--- src/rtl/v_alu_seq.sv ---
// v_alu_seq: operand sequencer in front of the VALU.
// Takes whole vector operands, feeds the VALU one 32-bit chunk per cycle and
// tracks the per-op result latency (add/sub go through a registered adder).
// It then reassembles the returned chunks into vd_data and pulses done
// when the last chunk has landed.
// Optional feature macro: V_ALU_SEQ_SCALAR_EN (scalar operand B from rs1_data).
//
// Handshake: start is only looked at while busy=0. An accepted start is
// committed; no back-pressure exists. done is a one-cycle pulse. busy is
// already low in that cycle, so a new start there is accepted back-to-back.
module v_alu_seq #(
   parameter int VECTOR_LENGTH = 128,
   parameter int VALU_OP_W_MAX = 32,
   parameter int ADDSUB_LAT    = 1
) (
   input  logic                     clk,
   input  logic                     nrst,
   input  logic                     start,
   input  logic [3:0]               op_instr,
   input  logic [1:0]               vsew,
   input  logic [VECTOR_LENGTH-1:0] vs2_data,
   input  logic [VECTOR_LENGTH-1:0] vs1_data,
`ifdef V_ALU_SEQ_SCALAR_EN
   input  logic                     scalar_sel,
   input  logic [31:0]              rs1_data,
`endif
   output logic                     busy,
   output logic                     done,
   output logic [VECTOR_LENGTH-1:0] vd_data,
   output logic [3:0]               alu_op_instr,
   output logic [1:0]               alu_vsew,
   output logic [VALU_OP_W_MAX-1:0] alu_op_A,
   output logic [VALU_OP_W_MAX-1:0] alu_op_B,
   input  logic [VALU_OP_W_MAX-1:0] alu_result
);

   localparam int N     = VECTOR_LENGTH / VALU_OP_W_MAX;
   localparam int W     = VALU_OP_W_MAX;
   localparam int IDX_W = (N > 1) ? $clog2(N) : 1;
   // Valid pipe depth; one flop minimum even when no op has latency.
   localparam int SR_W  = (ADDSUB_LAT > 0) ? ADDSUB_LAT : 1;
   localparam int CNT_W = (SR_W > 1) ? $clog2(SR_W) : 1;

   localparam logic [3:0] VALU_VADD = 4'd0;
   localparam logic [3:0] VALU_VSUB = 4'd1;
`ifdef V_ALU_SEQ_SCALAR_EN
   localparam logic [1:0] VSEW_8  = 2'd0;
   localparam logic [1:0] VSEW_16 = 2'd1;
`endif

   typedef enum logic [1:0] {
      ST_IDLE  = 2'd0,
      ST_ISSUE = 2'd1,
      ST_DRAIN = 2'd2
   } state_t;

   state_t                   state_q, state_d;
   logic [IDX_W-1:0]         issue_idx_q, issue_idx_d;
   logic [IDX_W-1:0]         cap_idx_q, cap_idx_d;
   logic [CNT_W-1:0]         drain_cnt_q, drain_cnt_d;
   logic [3:0]               op_q, op_d;
   logic [1:0]               vsew_q, vsew_d;
   logic [VECTOR_LENGTH-1:0] vs2_q, vs2_d;
   logic [VECTOR_LENGTH-1:0] vs1_q, vs1_d;
   logic [SR_W-1:0]          valid_sr_q, valid_sr_d;
   logic [VECTOR_LENGTH-1:0] vd_q, vd_d;
   logic                     done_q, done_d;
`ifdef V_ALU_SEQ_SCALAR_EN
   logic                     scalar_sel_q, scalar_sel_d;
   logic [31:0]              rs1_q, rs1_d;
   logic [W-1:0]             scalar_b;
`endif

   logic         issuing;
   logic         lat_sel;
   logic         last_issue;
   logic         cap_valid;
   logic [W-1:0] chunk_a;
   logic [W-1:0] chunk_b;

   assign issuing    = (state_q == ST_ISSUE);
   // Only add/sub see the registered adder; everything else returns same cycle.
   assign lat_sel    = (ADDSUB_LAT > 0) && ((op_q == VALU_VADD) || (op_q == VALU_VSUB));
   assign last_issue = (issue_idx_q == IDX_W'(N - 1));
   assign cap_valid  = lat_sel ? valid_sr_q[SR_W-1] : issuing;

`ifdef V_ALU_SEQ_SCALAR_EN
   // Replicate rs1 across the 32-bit chunk at the latched element width.
   always_comb begin
      scalar_b = '0;
      case (vsew_q)
         VSEW_8:  scalar_b = {4{rs1_q[7:0]}};
         VSEW_16: scalar_b = {2{rs1_q[15:0]}};
         default: scalar_b = rs1_q;
      endcase
   end
`endif

   // Select the operand chunks addressed by issue_idx.
   always_comb begin
      chunk_a = '0;
      chunk_b = '0;
      for (int k = 0; k < N; k++) begin
         if (issue_idx_q == IDX_W'(k)) begin
            chunk_a = vs2_q[k*W +: W];
            chunk_b = vs1_q[k*W +: W];
         end
      end
`ifdef V_ALU_SEQ_SCALAR_EN
      if (scalar_sel_q) begin
         chunk_b = scalar_b;
      end
`endif
   end

   // Next-state: FSM, operand latching, latency pipe and result capture.
   always_comb begin
      state_d     = state_q;
      issue_idx_d = issue_idx_q;
      cap_idx_d   = cap_idx_q;
      drain_cnt_d = drain_cnt_q;
      op_d        = op_q;
      vsew_d      = vsew_q;
      vs2_d       = vs2_q;
      vs1_d       = vs1_q;
      vd_d        = vd_q;
      done_d      = 1'b0;
      valid_sr_d  = SR_W'({valid_sr_q, issuing & lat_sel});
`ifdef V_ALU_SEQ_SCALAR_EN
      scalar_sel_d = scalar_sel_q;
      rs1_d        = rs1_q;
`endif

      case (state_q)
         ST_IDLE: begin
            if (start) begin
               op_d        = op_instr;
               vsew_d      = vsew;
               vs2_d       = vs2_data;
               vs1_d       = vs1_data;
               issue_idx_d = '0;
               cap_idx_d   = '0;
               drain_cnt_d = '0;
`ifdef V_ALU_SEQ_SCALAR_EN
               scalar_sel_d = scalar_sel;
               rs1_d        = rs1_data;
`endif
               state_d     = ST_ISSUE;
            end
         end
         ST_ISSUE: begin
            issue_idx_d = issue_idx_q + IDX_W'(1);
            if (last_issue) begin
               drain_cnt_d = '0;
               state_d     = lat_sel ? ST_DRAIN : ST_IDLE;
            end
         end
         ST_DRAIN: begin
            // Hold op/vsew so the VALU keeps clocking the adder pipeline out.
            if (drain_cnt_q == CNT_W'(SR_W - 1)) begin
               state_d = ST_IDLE;
            end else begin
               drain_cnt_d = drain_cnt_q + CNT_W'(1);
            end
         end
         default: begin
            state_d = ST_IDLE;
         end
      endcase

      // A returned chunk lands in its slot; the last one raises done.
      if (cap_valid) begin
         for (int k = 0; k < N; k++) begin
            if (cap_idx_q == IDX_W'(k)) begin
               vd_d[k*W +: W] = alu_result;
            end
         end
         cap_idx_d = cap_idx_q + IDX_W'(1);
         if (cap_idx_q == IDX_W'(N - 1)) begin
            done_d = 1'b1;
         end
      end
   end

   // State register and datapath flops, cleared asynchronously by nrst.
   always_ff @(posedge clk or negedge nrst) begin
      if (!nrst) begin
         state_q     <= ST_IDLE;
         issue_idx_q <= '0;
         cap_idx_q   <= '0;
         drain_cnt_q <= '0;
         op_q        <= '0;
         vsew_q      <= '0;
         vs2_q       <= '0;
         vs1_q       <= '0;
         valid_sr_q  <= '0;
         vd_q        <= '0;
         done_q      <= 1'b0;
`ifdef V_ALU_SEQ_SCALAR_EN
         scalar_sel_q <= 1'b0;
         rs1_q        <= '0;
`endif
      end else begin
         state_q     <= state_d;
         issue_idx_q <= issue_idx_d;
         cap_idx_q   <= cap_idx_d;
         drain_cnt_q <= drain_cnt_d;
         op_q        <= op_d;
         vsew_q      <= vsew_d;
         vs2_q       <= vs2_d;
         vs1_q       <= vs1_d;
         valid_sr_q  <= valid_sr_d;
         vd_q        <= vd_d;
         done_q      <= done_d;
`ifdef V_ALU_SEQ_SCALAR_EN
         scalar_sel_q <= scalar_sel_d;
         rs1_q        <= rs1_d;
`endif
      end
   end

   assign busy         = (state_q != ST_IDLE);
   assign done         = done_q;
   assign vd_data      = vd_q;
   assign alu_op_instr = op_q;
   assign alu_vsew     = vsew_q;
   assign alu_op_A     = issuing ? chunk_a : '0;
   assign alu_op_B     = issuing ? chunk_b : '0;

endmodule

--- config.mk ---
export PLATFORM = sky130hd
export DESIGN_NAME = v_alu_seq
export DESIGN_NICKNAME = d
export VERILOG_FILES = /design/src/rtl/v_alu_seq.sv
export SDC_FILE = /design/constraint.sdc
export NUM_CORES = 1
export LEC_CHECK = 0
export CORE_AREA = 2 2 196 198
export CTS_BUF_LIST = sky130_fd_sc_hd__clkbuf_8
export DETAILED_ROUTE_END_ITERATION = 8
export DIE_AREA = 0 0 198 200
export PLACE_DENSITY_LB_ADDON = 0.25
export SYNTH_ARGS = -nofsm -noshare
export SYNTH_HDL_FRONTEND = slang
export SYNTH_SLANG_ARGS = --single-unit
export TNS_END_PERCENT = 20
--- constraint.sdc ---
create_clock -name clk -period 6.1 [get_ports clk]
set_input_delay 1.22 -clock clk [delete_from_list [all_inputs] [get_ports clk]]
set_output_delay 1.22 -clock clk [all_outputs]
set_load 0.1 [all_outputs]
Word-level counts from Yosys, hierarchy flattened --
Index checks and enable logic that the tools add are counted.
Word-level totals: flip-flop bits (word level) 399, input port bits 297, output and inout port bits 200, logic and storage cells 75
Operators by class: add/sub/neg operators 3, eq/ne operators 12, muxes and demuxes 26, bitwise gates (word level) 1, reduce and logical (&&, ||, !) cells 19
Operators with widths (count):
- 2-to-1 mux 32 bit | 10
- 2-to-1 mux 2 bit | 7
- AND reduction 2 bit | 7
- equality test 2 bit, second input constant | 5
- nonzero test 2 bit | 4
- equality test 2 x 1 -> 1 bit, second input constant | 3
- zero test 2 bit | 3
- 2-to-1 mux 1 bit | 6
- case mux 2 bit (3 select lines) | 1
- AND reduction 3 bit | 2
- adder 2 x 1 -> 2 bit, second input constant | 2
- equality test 4 x 1 -> 1 bit, second input constant | 1
- zero test 4 bit | 1
- != test 2 bit, second input constant | 2
- case mux 2 bit (2 select lines) | 1
- case mux 1 bit (3 select lines) | 1
- nonzero test 3 bit | 1
- != test 2 x 1 -> 1 bit, second input constant | 1
- adder 1 bit, second input constant | 1
- AND 1 bit | 1
- logical OR 1 bit | 1

Longest topological paths before layout --
Gate-level depths: netlist of run 1.
depth after elaboration 6, mapped depth 8

Worst setup path before layout of run 1 --
Ideal clock, no wire load.
path type reg-to-output, start point register issue_idx_q[1], end point output alu_op_B[10], arrival 3.045 ns, data required time 4.880 ns, slack 1.835 ns, cell stages (with the launch flop) 9, path buffers 3, path through dfrtp_1 -> inv_1 -> ha_1 -> buf_2 -> clkbuf_1 -> buf_2 -> a21oi_1 -> a221o_1 -> a21oi_1
Between the ends: word-level cells in the longest chain between the ends 6
Ends and longest elaborated chain:
- start: declaration | RTL line 58 | logic [IDX_W-1:0] issue_idx_q, issue_idx_d;
- start signal: assignment | RTL line 205 | issue_idx_q <= issue_idx_d;
- zero test 2 bit | RTL line 104 | if (issue_idx_q == IDX_W'(k)) begin
- 2-to-1 mux 32 bit (3 in series) | RTL line 104
- 2-to-1 mux 32 bit (*) | RTL line 104
- 2-to-1 mux 32 bit (*) | RTL line 228 | assign alu_op_B = issuing ? chunk_b : '0;
- end: declaration | RTL line 33 | output logic [VALU_OP_W_MAX-1:0] alu_op_B,
Mark *: on every way between the ends. The rest lies on a longest branch, timed or not.

Final worst setup path of run 1 --
start point register issue_idx_q[1], end point output alu_op_B[31]
The elaborated chain is that of the path after synthesis.

==> results of run 1 <==
[critical path, stage by stage (launching register included)]
cell,delay [ns]
dfrtp_1,0.44
inv_1,0.15
ha_4,0.84
buf_4,0.40
a21oi_1,0.10
a221o_1,0.36
a21oi_1,0.20
clkdlybuf4s50_1,1.17
[per-stage QoR]
stage               cell area (sq um)  instances  hold slack, ns  utilization (%)  setup WS, ns
floorplan                       17400       1803           0.446                -          1.84
global placement                22700       2698           0.457             60.6          1.26
detailed placement              22700       2698           0.462             60.6          1.23
CTS                             24000       2816           0.476             64.3         0.562
global route                    24100       2830           0.491             64.4         0.370
finish                          24100       2837           0.469             64.4         0.573
[kinds of logic (layout without fill, tap and decap cells)]
group,Yosys count,after routing,share of synthesized area (%)
AO/OA/AOI/OAI,259,259,9.30
adder cells (fa/ha/maj),8,8,0.575
buffers and inverters,197,699,4.94
flip-flops,398,398,57.2
multiplexers,135,135,8.98
other,0,21,0
AND/OR/NAND/NOR,806,806,19.0
[placed cells by master (no fill, tap or decap), types with 2 or more instances in the layout]
master	count
a21oi_1	128
clkbuf_8	85
buf_12	7
ha_1	4
nand2_1	728
dfrtp_1	398
mux2i_1	2
buf_4	10
clkdlybuf4s50_1	495
mux2_2	122
mux2_1	7
ha_4	3
inv_1	87
clkinvlp_4	4
nor2_1	2
o21ai_0	66
bufinv_16	2
clkinv_2	7
mux2i_4	4
diode_2	21
a221o_1	64
nand3b_1	68
[cells in the mapped netlist]
master and number:
mux2_2 122, a221o_1 64, o21ai_0 66, buf_2 18, buf_1 11, clkbuf_1 87, nand2_1 728, mux2i_1 2
nor2b_1 1, nor3b_1 1, nor2_1 2, or3_1 1, or3b_1 1, inv_1 68, dfrtp_1 398, and2_1 1
nand3b_1 68, mux2_1 7, nand3_1 1, ha_1 8, o31ai_1 1, mux2i_4 4, or2_2 1, a21oi_1 128
nand2b_1 1, buf_6 13
[area by class of cell]
class	count	area, sq um	share of cell area, %
Sequential cell	398	9960	41.3
Antenna cell	21	52.6	0.218
Inverter	68	255	1.06
Clock inverter	33	205	0.851
Multi-Input combinational cell	1208	6640	27.5
Tap cell	511	639	2.65
Clock buffer	85	1170	4.85
Timing Repair Buffer	513	5180	21.5
[sequential cells by signal (all words and copies together) (netlist names), 2 cells and up]
| signal | count |
|---|---|
| alu_op_instr | 4 |
| vs1_q | 128 |
| alu_vsew | 2 |
| vd_data | 128 |
| state_q | 2 |
| cap_idx_q | 2 |
| vs2_q | 128 |
| issue_idx_q | 2 |
[how the worst max path moves through the flow]
stage,cells past startpoint,start,slack [ns],end
detailed placement,7,issue_idx_q[1],1.23,alu_op_B[26]
floorplan,8,issue_idx_q[1],1.84,alu_op_B[10]
global route,7,issue_idx_q[1],0.37,alu_op_B[31]
CTS,7,issue_idx_q[1],0.56,alu_op_B[26]
finish,7,issue_idx_q[1],0.57,alu_op_B[31]
global placement,7,issue_idx_q[1],1.26,alu_op_B[31]
[layer usage]
layer  up-vias  GRT usage (%)  share of wire (%)
met5         -              0              0.050
met4         4           15.7                4.2
met3       115           7.36                7.8
met2       594           42.8                 48
met1      7265           32.6                 40
li1       6828              -                  -
==> reports/metrics.csv, run 1 <==
stage;metric;value;unit
run_status;status;finished, final reports clean;
setup_path;r2r_slack;3.76;ns
yosys;synthTopCellsByArea;dfrtp_1 57%, nand2_1 16%, mux2_2 7.9%;
die;start_util;46.5;%
place;dp_hpwl;35800;um
clock_tree;tritoncts;yes;
place;portBuffers;496;
clock_tree;clock_latency;0.61;ns
die;die-area;39600;sq um
grt;grt_pass1_vias;14904;
die;rows;71;
grt;grt_overflow;0;
routing;vias_per_cell;5.22;
cells_and_area;drive_gt1_share;10.9;%
die;core;37400;sq um
yosys;yosysSeqAreaShare;57.2;%
setup_path;r2r-end;vs2_q[44];
cells_and_area;fin_nets;2563;
clock_tree;cts_buffer_depth;3;
yosys;syn-num-nets;2108;
die;die_h;200;um
setup_path;required;4.88;ns
setup_path;cp_max_fo;103;
routing;dr.pass1.iters;7;
clock_tree;clkTransAtPathRegs;0.05;ns
place;routabilityCongestion;0.941;
setup_path;end_kind;output port;
clock_tree;hold_buffers;0;
setup_path;r2r_cells;4;
die;fp.dieW;198;um
hold_path;hold_path.startpoint;vs1_q[111];
timing;finalCritPeriodShare;90.6;%
timing;fin_skew;0.0340;ns
flow_run;cap_violations;0;
timing;hold_violations;0;
grt;antenna_found_initial;18;
timing;setup_tns;0;ns
setup_path;cp-start-kind;register;
timing;period_minus_slack;5.53;ns
timing;fmax;181;MHz
timing;slew_viol_final;0;
yosys;synth_top_cell_by_area;dfrtp_1;
grt;track_usage;26.7;%
clock_tree;cts_buffers;69;
hold_path;min_delay_path_depth;2;
yosys;yosysTopAreaCellShare;57.2;%
setup_path;reg2reg_from;state_q[0];
yosys;syn_inst;1803;
grt;grt_pass1_wl;82000;um
cells_and_area;syn_to_final_growth;38.5;%
routing;ant_nets;0;
yosys;ys_types;26;
clock_tree;postCtsSetupBuffers;0;
timing;relSlewSlack;26.9;%
routing;drcViolationCount;0;
clock_tree;cts.sinks;398;
timing;tightest_slew;1.09;ns
timing;finalSetupViolCount;0;
cells_and_area;fillers;3109;
routing;post_drt_wl_per_cell;18.8;um
clock_tree;h-tree-depth;3;
hold_path;worstHoldPathType;register to register;
hold_path;hold_end;vs1_q[111];
routing;vias;14806;
yosys;yosys_warnings;0;
timing;rsz0062_at_grt;no;
clock_tree;cts_root_buf;clkbuf_8;
clock_tree;cts.repair.resized;0;
yosys;postSynthAreaPerCell;9.65;sq um
routing;dr.first_iter.drc_count;973;
yosys;ys_seq_elements;398;
setup_path;path_class;register to output port;
yosys;syn_area;17400;sq um
setup_path;cp_data_arrival_time;4.31;ns
routing;routed_wl;53500;um
grt;grt_max_degree;191;
die;pin_count;497;
Power of run 1 is not shown: default switching activity piles up to over one toggle a cycle in this logic, so the estimate is an artifact.
==> inputs of run 2 (changes only) <==
--- a/config.mk
+++ b/config.mk
@@ -5,10 +5,11 @@
 export SDC_FILE = /design/constraint.sdc
 export NUM_CORES = 1
 export LEC_CHECK = 0
-export CORE_AREA = 2 2 196 198
+export CORE_AREA = 2 2 193 195
 export CTS_BUF_LIST = sky130_fd_sc_hd__clkbuf_8
 export DETAILED_ROUTE_END_ITERATION = 8
-export DIE_AREA = 0 0 198 200
+export DIE_AREA = 0 0 195 197
+export DONT_BUFFER_PORTS = 1
 export PLACE_DENSITY_LB_ADDON = 0.25
 export SYNTH_ARGS = -nofsm -noshare
 export SYNTH_HDL_FRONTEND = slang
==> run 2 against run 1 <==
  * Clock skew shrank 0.0088 ns
  * Utilization shrank 10 points
  * Critical path depth shrank 1
  * Cell count shrank 18%
  * Sequential cell count is the same
==> reports/metrics.csv, run 2 (synthesis results as in run 1) <==
stage;metric;value;unit;change
die;pin_count;497;;unchanged
timing;fmax;202;MHz;was 181 MHz
setup_path;cp_data_arrival_time;3.72;ns;was 4.31 ns
clock_tree;cts_buffers;69;;unchanged
setup_path;crit_start;issue_idx_q[0];;was issue_idx_q[1]
routing;dr.first_iter.drc_count;871;;was 973
timing;whs;0.320;ns;was 0.469 ns
place;routabilityCongestion;0.848;;was 0.941
routing;vias_per_cell;5.51;;was 5.22
clock_tree;cts.repair.resized;0;;unchanged
routing;post_drt_wl_per_cell;20.8;um;was 18.8 um
setup_path;crit_slowest_cell;a21oi_2;;was clkdlybuf4s50_1
setup_path;slowest_delay;0.92;ns;was 1.17 ns
clock_tree;hold_buffers;0;;unchanged
timing;hold_violations;0;;unchanged
flow_run;cap_violations;0;;unchanged
clock_tree;h-tree-depth;3;;unchanged
timing;tightest_slew;1.21;ns;was 1.09 ns
timing;finalSetupViolCount;0;;unchanged
setup_path;r2r_slack;3.23;ns;was 3.76 ns
clock_tree;cts_buffer_depth;3;;unchanged
setup_path;cp-start-kind;register;;unchanged
grt;grt_max_degree;399;;was 191
timing;finalCritPeriodShare;81.1;%;was 90.6%
die;die_h;197;um;was 200 um
place;portBuffers;0;;was 496
setup_path;cp_max_fo;71;;was 103
die;core;36300;sq um;was 37400 sq um
cells_and_area;fillers;3230;;was 3109
cells_and_area;drive_gt1_share;19.6;%;was 10.9%
setup_path;cp_top_family;compound AO/OA/AOI/OAI gates;;was buffers and inverters
timing;rsz0062_at_grt;no;;unchanged
setup_path;r2r_cells;4;;unchanged
cells_and_area;fin_util;54.2;%;was 64.4%
routing;vias;12871;;was 14806
grt;track_usage;24.9;%;was 26.7%
setup_path;end_kind;output port;;unchanged
run_status;status;finished, final reports clean;;unchanged
grt;grt_overflow;0;;unchanged
grt;grt_pass1_vias;13155;;was 14904
setup_path;required;4.88;ns;about the same
timing;fin_skew;0.0252;ns;was 0.0340 ns
setup_path;path_class;register to output port;;unchanged
setup_path;crit_end;alu_op_A[21];;was alu_op_B[31]
routing;drcViolationCount;0;;unchanged
timing;period_minus_slack;4.94;ns;was 5.53 ns
timing;setup_tns;0;ns;unchanged
die;start_util;48.0;%;was 46.5%
cells_and_area;multi_input_area;6880;sq um;was 6640 sq um
grt;antenna_found_initial;10;;was 18
cells_and_area;stdcell_count;2334;;was 2837
die;fp.dieW;195;um;was 198 um
routing;routed_wl;48500;um;was 53500 um
setup_path;r2r-end;vd_data[112];;was vs2_q[44]
die;die-area;38400;sq um;was 39600 sq um
clock_tree;tritoncts;yes;;unchanged
setup_path;worst-path-buf-inv;2;;was 3
routing;ant_nets;0;;unchanged
cells_and_area;fin_nets;2113;;was 2563
setup_path;reg2reg_from;alu_op_instr[1];;was state_q[0]
clock_tree;clock_latency;0.61;ns;about the same
timing;slew_viol_final;0;;unchanged
cells_and_area;final_cell_mix;728 x nand2_1, 398 x dfrtp_1, 122 x mux2_2, 87 x clkbuf_8, 85 x inv_1;;was 728 x nand2_1, 495 x clkdlybuf4s50_1, 398 x dfrtp_1, 128 x a21oi_1, 122 x mux2_2
cells_and_area;regArea;9960;sq um;unchanged
cells_and_area;final_common_cell;nand2_1;;unchanged
grt;grt_pass1_wl;74600;um;was 82000 um
cells_and_area;syn_to_final_growth;12.9;%;was 38.5%
setup_path;path_depth;6;;was 7
place;dp_hpwl;31800;um;was 35800 um
clock_tree;cts_root_buf;clkbuf_8;;unchanged
place;place_inst;2205;;was 2698
die;rows;70;;was 71
clock_tree;cts.sinks;398;;unchanged
routing;dr.pass1.iters;5;;was 7
hold_path;worstHoldPathType;input port to async pin;;was register to register
clock_tree;clkTransAtPathRegs;0.05;ns;about the same
clock_tree;postCtsSetupBuffers;0;;unchanged
timing;relSlewSlack;19.4;%;was 26.9%
setup_path;path_cells;inv_1 -> ha_4 -> buf_12 -> a21oi_1 -> a221o_1 -> a21oi_2;;was inv_1 -> ha_4 -> buf_4 -> a21oi_1 -> a221o_1 -> a21oi_1 -> clkdlybuf4s50_1
-- run 2: cell types whose count changed in the layout (fill, tap and decap cells not counted), moves of 2 or more --
cell,delta
clkdlybuf4s50_1,-495
a21oi_1,-64
a21oi_2,+64
buf_4,+48
diode_2,-12
inv_6,+3
buf_12,-2
clkbuf_8,+2
clkinvlp_4,-2
inv_1,-2
-- run 2: area by class of cell --
class                   count  area share, %
clock buffers              87           6.09
flip-flops and latches    398           50.7
well taps                 468           2.98
repair buffers             63           2.72
clock inverters            33           1.12
inverters                  68           1.30
multi-input cells        1208           35.0
diodes                      9          0.115
-- run 2: worst min-delay path by stage --
stage	end	cells after the start	slack (ns)
3_3_place_gp	vs2_q[119]	2	0.46
4_1_cts	vs2_q[81]	0	0.26
3_5_place_dp	vs1_q[9]	2	0.46
2_1_floorplan	vs1_q[126]	2	0.45
5_1_grt	vd_data[11]	0	0.28
6_report	vd_data[99]	0	0.32
-- run 2: metal layers --
layer  vias up  global-route usage, %  wire (um)
met2       539                   39.1      22800
met3       125                   8.50       4550
met1      6280                   30.4      19000
met4         2                   13.7       2150
li1       5925                      -          -
met5         -                      0         13
-- run 2: worst reg2reg max path, delay by kind of cell (launching register included) --
kind | cells | cell delay, ns
buffers and inverters | 1 | 0.45
muxes | 2 | 0.73
DFF | 1 | 0.98
and+or+nand+nor | 1 | 0.60
-- run 2: metrics by stage --
stage                     area (sq um)  worst slack (ns)
after floorplan                  17400              1.84
after global placement           18200              1.85
after detailed placement         18200              1.82
after CTS                        19600              1.16
after global routing             19600             0.991
final                            19700              1.16
Power of run 2 is left out for the same reason.
